==> src/rtl/div_unit.sv <==
// div_unit: multi-cycle radix-2 restoring divider, signed/unsigned, divide-by-zero and annul support
module div_unit #(
  parameter int WIDTH = 32,
  parameter int CNT_W = 6
) (
  input  logic               clk,
  input  logic               Rst_n,
  input  logic               signed_div_i,
  input  logic [WIDTH-1:0]   opdata1_i,
  input  logic [WIDTH-1:0]   opdata2_i,
  input  logic               start_i,
  input  logic               annul_i,
  output logic [2*WIDTH-1:0] result_o,
  output logic               ready_o,
  output logic               busy_o
);
  typedef enum logic [1:0] {FREE, BY_ZERO, ON, END} state_t;
  localparam logic [CNT_W-1:0] LAST = CNT_W'(WIDTH);
  state_t state, next;
  logic [CNT_W-1:0] cnt;
  logic [WIDTH-1:0] dividend, divisor, rem, quo;
  logic sign_q, sign_r;
  logic [WIDTH:0] shifted, diff;
  assign shifted = {rem, dividend[WIDTH-1]};
  assign diff = shifted - {1'b0, divisor};
  assign busy_o = state == ON || state == BY_ZERO;
  always_comb begin
    next = state;
    case (state)
      FREE:    if (!annul_i && start_i) next = opdata2_i == '0 ? BY_ZERO : ON;
      BY_ZERO: next = annul_i ? FREE : END;
      ON:      next = annul_i ? FREE : cnt == LAST ? END : ON;
      END:     next = annul_i || !start_i ? FREE : END;
      default: next = FREE;
    endcase
  end
  always_ff @(posedge clk or negedge Rst_n)
    if (!Rst_n) state <= FREE;
    else state <= next;
  // Operands are stored as magnitudes; signs are restored once all quotient bits are in.
  always_ff @(posedge clk or negedge Rst_n) begin
    if (!Rst_n) begin
      cnt <= '0;
      dividend <= '0;
      divisor <= '0;
      rem <= '0;
      quo <= '0;
      sign_q <= 1'b0;
      sign_r <= 1'b0;
      ready_o <= 1'b0;
      result_o <= '0;
    end else begin
      ready_o <= 1'b0;
      result_o <= '0;
      case (state)
        FREE: if (start_i && !annul_i) begin
          cnt <= '0;
          rem <= '0;
          quo <= '0;
          dividend <= signed_div_i && opdata1_i[WIDTH-1] ? -opdata1_i : opdata1_i;
          divisor <= signed_div_i && opdata2_i[WIDTH-1] ? -opdata2_i : opdata2_i;
          sign_q <= signed_div_i && (opdata1_i[WIDTH-1] ^ opdata2_i[WIDTH-1]);
          sign_r <= signed_div_i && opdata1_i[WIDTH-1];
        end
        BY_ZERO: begin
          rem <= '0;
          quo <= '0;
        end
        ON: if (!annul_i) begin
          if (cnt != LAST) begin
            rem <= diff[WIDTH] ? shifted[WIDTH-1:0] : diff[WIDTH-1:0];
            quo <= {quo[WIDTH-2:0], ~diff[WIDTH]};
            dividend <= dividend << 1;
            cnt <= cnt + CNT_W'(1);
          end else begin
            quo <= sign_q ? -quo : quo;
            rem <= sign_r ? -rem : rem;
          end
        end
        END: if (start_i && !annul_i) begin
          ready_o <= 1'b1;
          result_o <= {rem, quo};
        end
        default: ;
      endcase
    end
  end
endmodule

==> config.mk <==
export PLATFORM = sky130hd
export DESIGN_NAME = div_unit
export DESIGN_NICKNAME = d
export VERILOG_FILES = /design/src/rtl/div_unit.sv
export SDC_FILE = /design/constraint.sdc
export NUM_CORES = 1
export LEC_CHECK = 0
export ABC_AREA = 1
export BUFFER_PORTS_ARGS = -buffer_cell sky130_fd_sc_hd__buf_2
export CAP_MARGIN = 10
export CORE_AREA = 2 2 156 158
export DETAILED_ROUTE_END_ITERATION = 8
export DIE_AREA = 0 0 158 160
export PLACE_DENSITY = 0.8
export SLEW_MARGIN = 25
export SYNTH_ARGS = -nofsm -noshare
export SYNTH_HDL_FRONTEND = slang
export SYNTH_SLANG_ARGS = --single-unit
==> constraint.sdc <==
create_clock -name clk -period 2.6 [get_ports clk]
set_input_delay 0.39 -clock clk [delete_from_list [all_inputs] [get_ports clk]]
set_output_delay 0.39 -clock clk [all_outputs]
set_load 0.1 [all_outputs]
## Word level (Yosys, flattened, before mapping)

Cells that the tools add are included.

- Flip-flop bits (word level): 203
- Output and inout port bits: 66
- Word-level logic and storage cells: 75
- Input port bits: 69

- Add/sub/neg operators: 6
- Reductions and logical operators: 16
- Bitwise operators: 2
- Eq/ne operators: 10
- Muxes and demuxes: 31

Operators by type and width:

| operator | number |
|---|---|
| $mux W32 | 13 |
| $pmux W32 S3 | 2 |
| $mux W64 | 2 |
| $neg A32 Y32 | 4 |
| $pmux W32 S2 | 1 |
| $sub A33 B32 Y33 | 1 |
| $logic_not A32 Y1 | 1 |
| $mux W6 | 3 |
| $pmux W6 S2 | 1 |
| $reduce_and A4 Y1 | 3 |
| $mux W2 | 5 |
| $pmux W2 S4 | 1 |
| $add A6 B1 Y6 const B | 1 |
| $eq A6 B6 Y1 const B | 1 |
| $ne A3 B2 Y1 const B | 2 |
| $ne A6 B6 Y1 const B | 1 |
| $eq A2 B2 Y1 const B | 2 |
| $logic_and A1 B1 Y1 | 4 |
| $ne A2 B2 Y1 const B | 2 |
| $mux W1 | 3 |
| $reduce_bool A3 Y1 | 1 |
| $eq A2 B1 Y1 const B | 1 |
| $logic_not A1 Y1 | 2 |
| $logic_not A2 Y1 | 1 |
| 6 further kinds | 7 |

## Longest topological paths before layout

- Depth after elaboration: 5
- Mapped depth: 20
- Mapped depth without buffers: 19

## Worst setup path before layout

No wires, ideal clock.

- Path kind: flip-flop to flip-flop
- Start: reg dividend[31]
- End: reg rem[14]
- Setup time: 0.120 ns
- Required time: 2.480 ns
- Buffers on the path: 2
- Arrival: 2.124 ns
- Setup slack: 0.356 ns
- Stages on the path, launching flop included: 20
- Path through: dfrtp_1 inv_1 ha_1 fa_1 inv_1 nand2_1 nand2_1 nand3_1 nand2_2 nand2_1 nand2_2 nand2_2 nand2_2 nand2_1 nand2_2 buf_6 buf_6 nor2_1 o21ai_1 nand2_1

- Longest elaborated chain between the ends: 5

RTL lines:

| element | RTL line | source |
|---|---|---|
| from (decl) | 21 | `logic [WIDTH-1:0] dividend, divisor, rem, quo;` |
| from (signal assigned) | 60 | `dividend <= signed_div_i && opdata1_i[WIDTH-1] ? -opdata1_i : opdata1_i;` |
| from (signal assigned) | 73 | `dividend <= dividend << 1;` |
| $sub A33 B32 Y33 | 25 | `assign diff = shifted - {1'b0, divisor};` |
| $mux W32 | 71 | `rem <= diff[WIDTH] ? shifted[WIDTH-1:0] : diff[WIDTH-1:0];` |
| $mux W32 | 70 | `if (cnt != LAST) begin` |
| $mux W32 | 69 | `ON: if (!annul_i) begin` |
| $pmux W32 S3 | 55 | `case (state)` |
| to (signal assigned) | 71 |  |
| to (signal assigned) | 77 | `rem <= sign_r ? -rem : rem;` |
| to (decl) | 21 |  |

No other way between the ends. The select of a mux whose other input is x is not followed.
A chain may end at the register's enable or synchronous reset.

## Worst setup path after layout

- Start: reg rem[10]
- End: reg rem[9]

- Longest elaborated chain between the ends: 5

RTL lines:

| element | RTL line |
|---|---|
| $sub A33 B32 Y33 | 25 |
| $mux W32 | 71 |
| $mux W32 | 70 |
| $mux W32 | 69 |
| $pmux W32 S3 | 55 |

No other way between the ends. The select of a mux whose other input is x is not followed.

==> impl_metrics.csv <==
group,metric,value,unit
outcome,status,"finished clean",
floorplan,dieArea,25280,um^2
synthesis,synth-edff-count,0,
place,port_buffers,134,
sta,final-max-slew-violation-count,0,
synthesis,netlist_instances,2055,
global_route,grt_pass1_wl,65.50,mm
final_layout,final_common_cell,"nand2_1",
clocking,clockBufferDepth,3,
final_layout,post_route_cells_drive_above_1_share,12.96,%
synthesis,synth_compound_gate_area_share,12.75,%
synthesis,yosys.area_share.adder,3.922,%
clocking,cts.sinks,203,
sta,fin_crit_sh,95.07,%
sta,setup_violations,0,
power,seqPwrFrac,22.5,%
clocking,cts_tree,"built",
floorplan,initial_utilization,58.39,%
routing,routed_wl,40.54,mm
synthesis,synth_top_family_by_area,"simple AND/OR/NAND/NOR gates",
worst_setup_path,startpoint,"rem[10]$_DFFE_PN0P_",
worst_setup_path,cp.required,3030,ps
clocking,clock_latency,540,ps
worst_setup_path,cp-end-kind,"flop",
worst_setup_path,r2r-start,"rem[10]$_DFFE_PN0P_",
floorplan,design.core.area,23820,um^2
sta,fin_skew,32.18,ps
global_route,grt_pass1_vias,13500,
synthesis,syn_area,13910,um^2
sta,hold_viol,0,
global_route,use_met3,3.311,%
power,vdd_drop_max,0.0008806,V
place,placed_area,15150,um^2
synthesis,yosysSeqAreaShare,36.52,%
routing,first_pass_iters,6,
final_layout,finalNonFillerCells,2554,
floorplan,die_w,158,um
worst_setup_path,arrival,2900,ps
final_layout,multi_input_area,7642,um^2
synthesis,synthArstFlopShare,100.0,%
power,powerDensity,1362,nW/um^2
worst_setup_path,path_delay_family,"simple AND/OR/NAND/NOR gates",
global_route,grt-busiest-layer,"met2",
synthesis,synth_top_area_share,36.52,%
synthesis,ys_warn_count,0,
synthesis,yosysUniqueCellTypes,43,
global_route,grtUsageTotal,31.90,%
final_layout,nets,2326,
worst_setup_path,worst_path_largest_cell_delay,430,ps
synthesis,synthMuxAreaShare,0,%
power,power_switching,11.40,mW
global_route,grt_start_max_net_pins,64,
worst_setup_path,cp_num_buf_inv,2,
worst_setup_path,cp_cell_sequence,"ha_1 -> nand2_1 -> inv_1 -> nand2_1 -> nand2_1 -> a21oi_1 -> nand2_2 -> nand2_4 -> nand2_2 -> nand2_2 -> nand2_4 -> clkbuf_16 -> nand2_1 -> nand2_1 -> o21ai_1 -> nand2_1",
synthesis,synth_area_leaders,"dfrtp_1 37%, nand2_1 15%, inv_1 7.2%",
routing,ant_nets,0,
power,clkPwrFrac,14.7,%
worst_setup_path,rrSetupSlack,130,ps
clocking,numCtsBuffers,23,
sta,setup_slack,128.3,ps
place,dp.cells,2504,
synthesis,synth-simple-area-share,33.05,%
worst_setup_path,worst-path-stages,16,
sta,tightest_slew,643.2,ps
worst_setup_path,start_kind,"flop",
global_route,met1_usage,41.22,%
sta,hold_ws,178.9,ps
final_layout,n_antenna_cell,0,
final_layout,fin_area,16120,um^2
worst_setup_path,endpoint,"rem[9]$_DFFE_PN0P_",
sta,period_needed,2472,ps
worst_setup_path,cpMaxStageDelayCell,"dfrtp_1",
final_layout,area_growth,15.92,%
routing,vias,14240,
routing,drt_first_iter_violations,1215,
floorplan,pin_count,135,
floorplan,die_h,160,um
power,sw_frac_of_total,51.93,%
clocking,root_buffer,"clkbuf_16",
routing,wire_per_inst,15.87,um
hold_path,hold_path.class,"input port to flop",
synthesis,syn_avg_cell_area,6.769,um^2
power,pwr-share-comb,62.9,%
synthesis,synth_top_area_cell,"dfrtp_1",
worst_setup_path,reg2reg_depth,16,
worst_setup_path,cp_max_fo,10,
synthesis,synth_top_flop_cell,"dfrtp_1",
power,p_leak,8.605,nW
clocking,htree_levels,1,
place,gp_congestion,0.9371,
sta,max_freq,404.6,MHz
worst_setup_path,r2r_end,"rem[9]$_DFFE_PN0P_",
power,intPower,10.55,mW
place,place_hpwl,29.64,mm
synthesis,syn_nets,2167,
routing,routed_via_density,5.574,
worst_setup_path,cp_common_cell,"nand2_1",
place,pre_cts_slack,-41.16,ps
global_route,use_met2,55.28,%
clocking,clk_pin_slew_worst_paths,60,ps
final_layout,layout_common_cells,"568 x nand2_1, 265 x inv_1, 253 x nor2_1",
final_layout,fillers,2176,
global_route,grt_overflow_total,0,
worst_setup_path,crit_type,"flop to flop",
run,cap_violations,0,
synthesis,synth-seq-cells,203,
synthesis,synth-xor-area-share,4.408,%
routing,drc,0,
floorplan,rows,57,
final_layout,seqCellArea,5082,um^2
global_route,antenna_found_initial,0,
sta,maxSlewHeadroom,57.07,%
-- worst register-to-register path, cell delays in order (launching register included) --
cell,delay (ps)
dfrtp_1,430
ha_1,380
nand2_1,150
inv_1,70
nand2_1,60
nand2_1,100
a21oi_1,170
nand2_2,130
nand2_4,100
nand2_2,60
nand2_2,80
nand2_4,120
clkbuf_16,200
nand2_1,60
nand2_1,50
o21ai_1,140
nand2_1,70
-- cell usage after synthesis, drive strengths merged, types with 3 or more instances --
master	count
or2	3
nor3	38
o21bai	8
o21ai	132
o211ai	17
inv	273
o31ai	5
xor2	48
nand3b	22
o221ai	6
nand3	146
a22oi	23
nor2	265
a21oi	111
nand2	581
nand4	22
a31oi	4
xnor2	22
ha	42
clkbuf	34
nor4	11
dfrtp	203
o22ai	6
buf	25
-- what timing repair did --
action,CTS,global route
cloned,1,5
endpoints found under the setup margin,3,35
hold buffers,1,0
setup buffers,0,2
endpoints found under the hold margin,44,0
resized for setup,0,21
pin swaps,1,3
-- worst min-delay path by stage --
stage	startpoint	to	slack (ps)	cells past startpoint
global placement	Rst_n	divisor[8]$_DFFE_PN0P_	370	1
detailed placement	Rst_n	divisor[8]$_DFFE_PN0P_	370	1
global route	opdata2_i[31]	divisor[31]$_DFFE_PN0P_	190	3
floorplan	Rst_n	cnt[0]$_DFFE_PN0P_	90	0
finish	opdata2_i[31]	divisor[31]$_DFFE_PN0P_	180	3
CTS	opdata2_i[31]	divisor[31]$_DFFE_PN0P_	170	3
-- flip-flops by register name, indices dropped and copies added (netlist names) --
name / flops
sign_q: 1
cnt: 6
divisor: 32
ready_o: 1
result_o: 64
sign_r: 1
rem: 32
dividend: 32
quo: 32
state: 2
-- layout make-up --
type / count / share of cell area (%)
Clock buffer: 29 / 3.957
Sequential cell: 203 / 31.52
Clock inverter: 12 / 0.6596
Multi-Input combinational cell: 1521 / 47.40
Timing Repair Buffer: 191 / 7.566
Tap cell: 324 / 2.514
Inverter: 274 / 6.386
-- stage by stage --
stage	util, %	power (mW)	TNS [ps]
2_1_floorplan	-	14.25	0
3_3_place_gp	63.62	17.59	0
3_5_place_dp	63.62	17.84	-44.24
4_1_cts	66.81	21.23	0
5_1_grt	67.69	23.74	-961.9
6_report	67.69	21.95	0
-- per-layer routing --
layer | routed length, um | up-vias
met5 | 0 | -
met4 | 1446 | 0
met3 | 2299 | 100
met2 | 19740 | 519
met1 | 17050 | 6675
li1 | - | 6943
-- cells by family after synthesis --
kind of cell               Yosys count
xor gates and xnor gates            70
AOI/OAI and AO/OA                  316
DFF                                203
adders and majority gates           43
and+or+nand+nor                   1090
buffers and inverters              333
-- power groups by stage --
| stage | logic [mW] | registers (mW) | clock network (mW) |
|---|---|---|---|
| finish | 13.8 | 4.93 | 3.22 |
| detailed placement | 12.9 | 4.93 | 0 |
| global placement | 12.7 | 4.90 | 0 |
| floorplan | 9.34 | 4.91 | 0 |
| global route | 15.3 | 5.02 | 3.40 |
| CTS | 13.1 | 4.89 | 3.27 |
No activity file was read; power rests on OpenSTA's default activity.
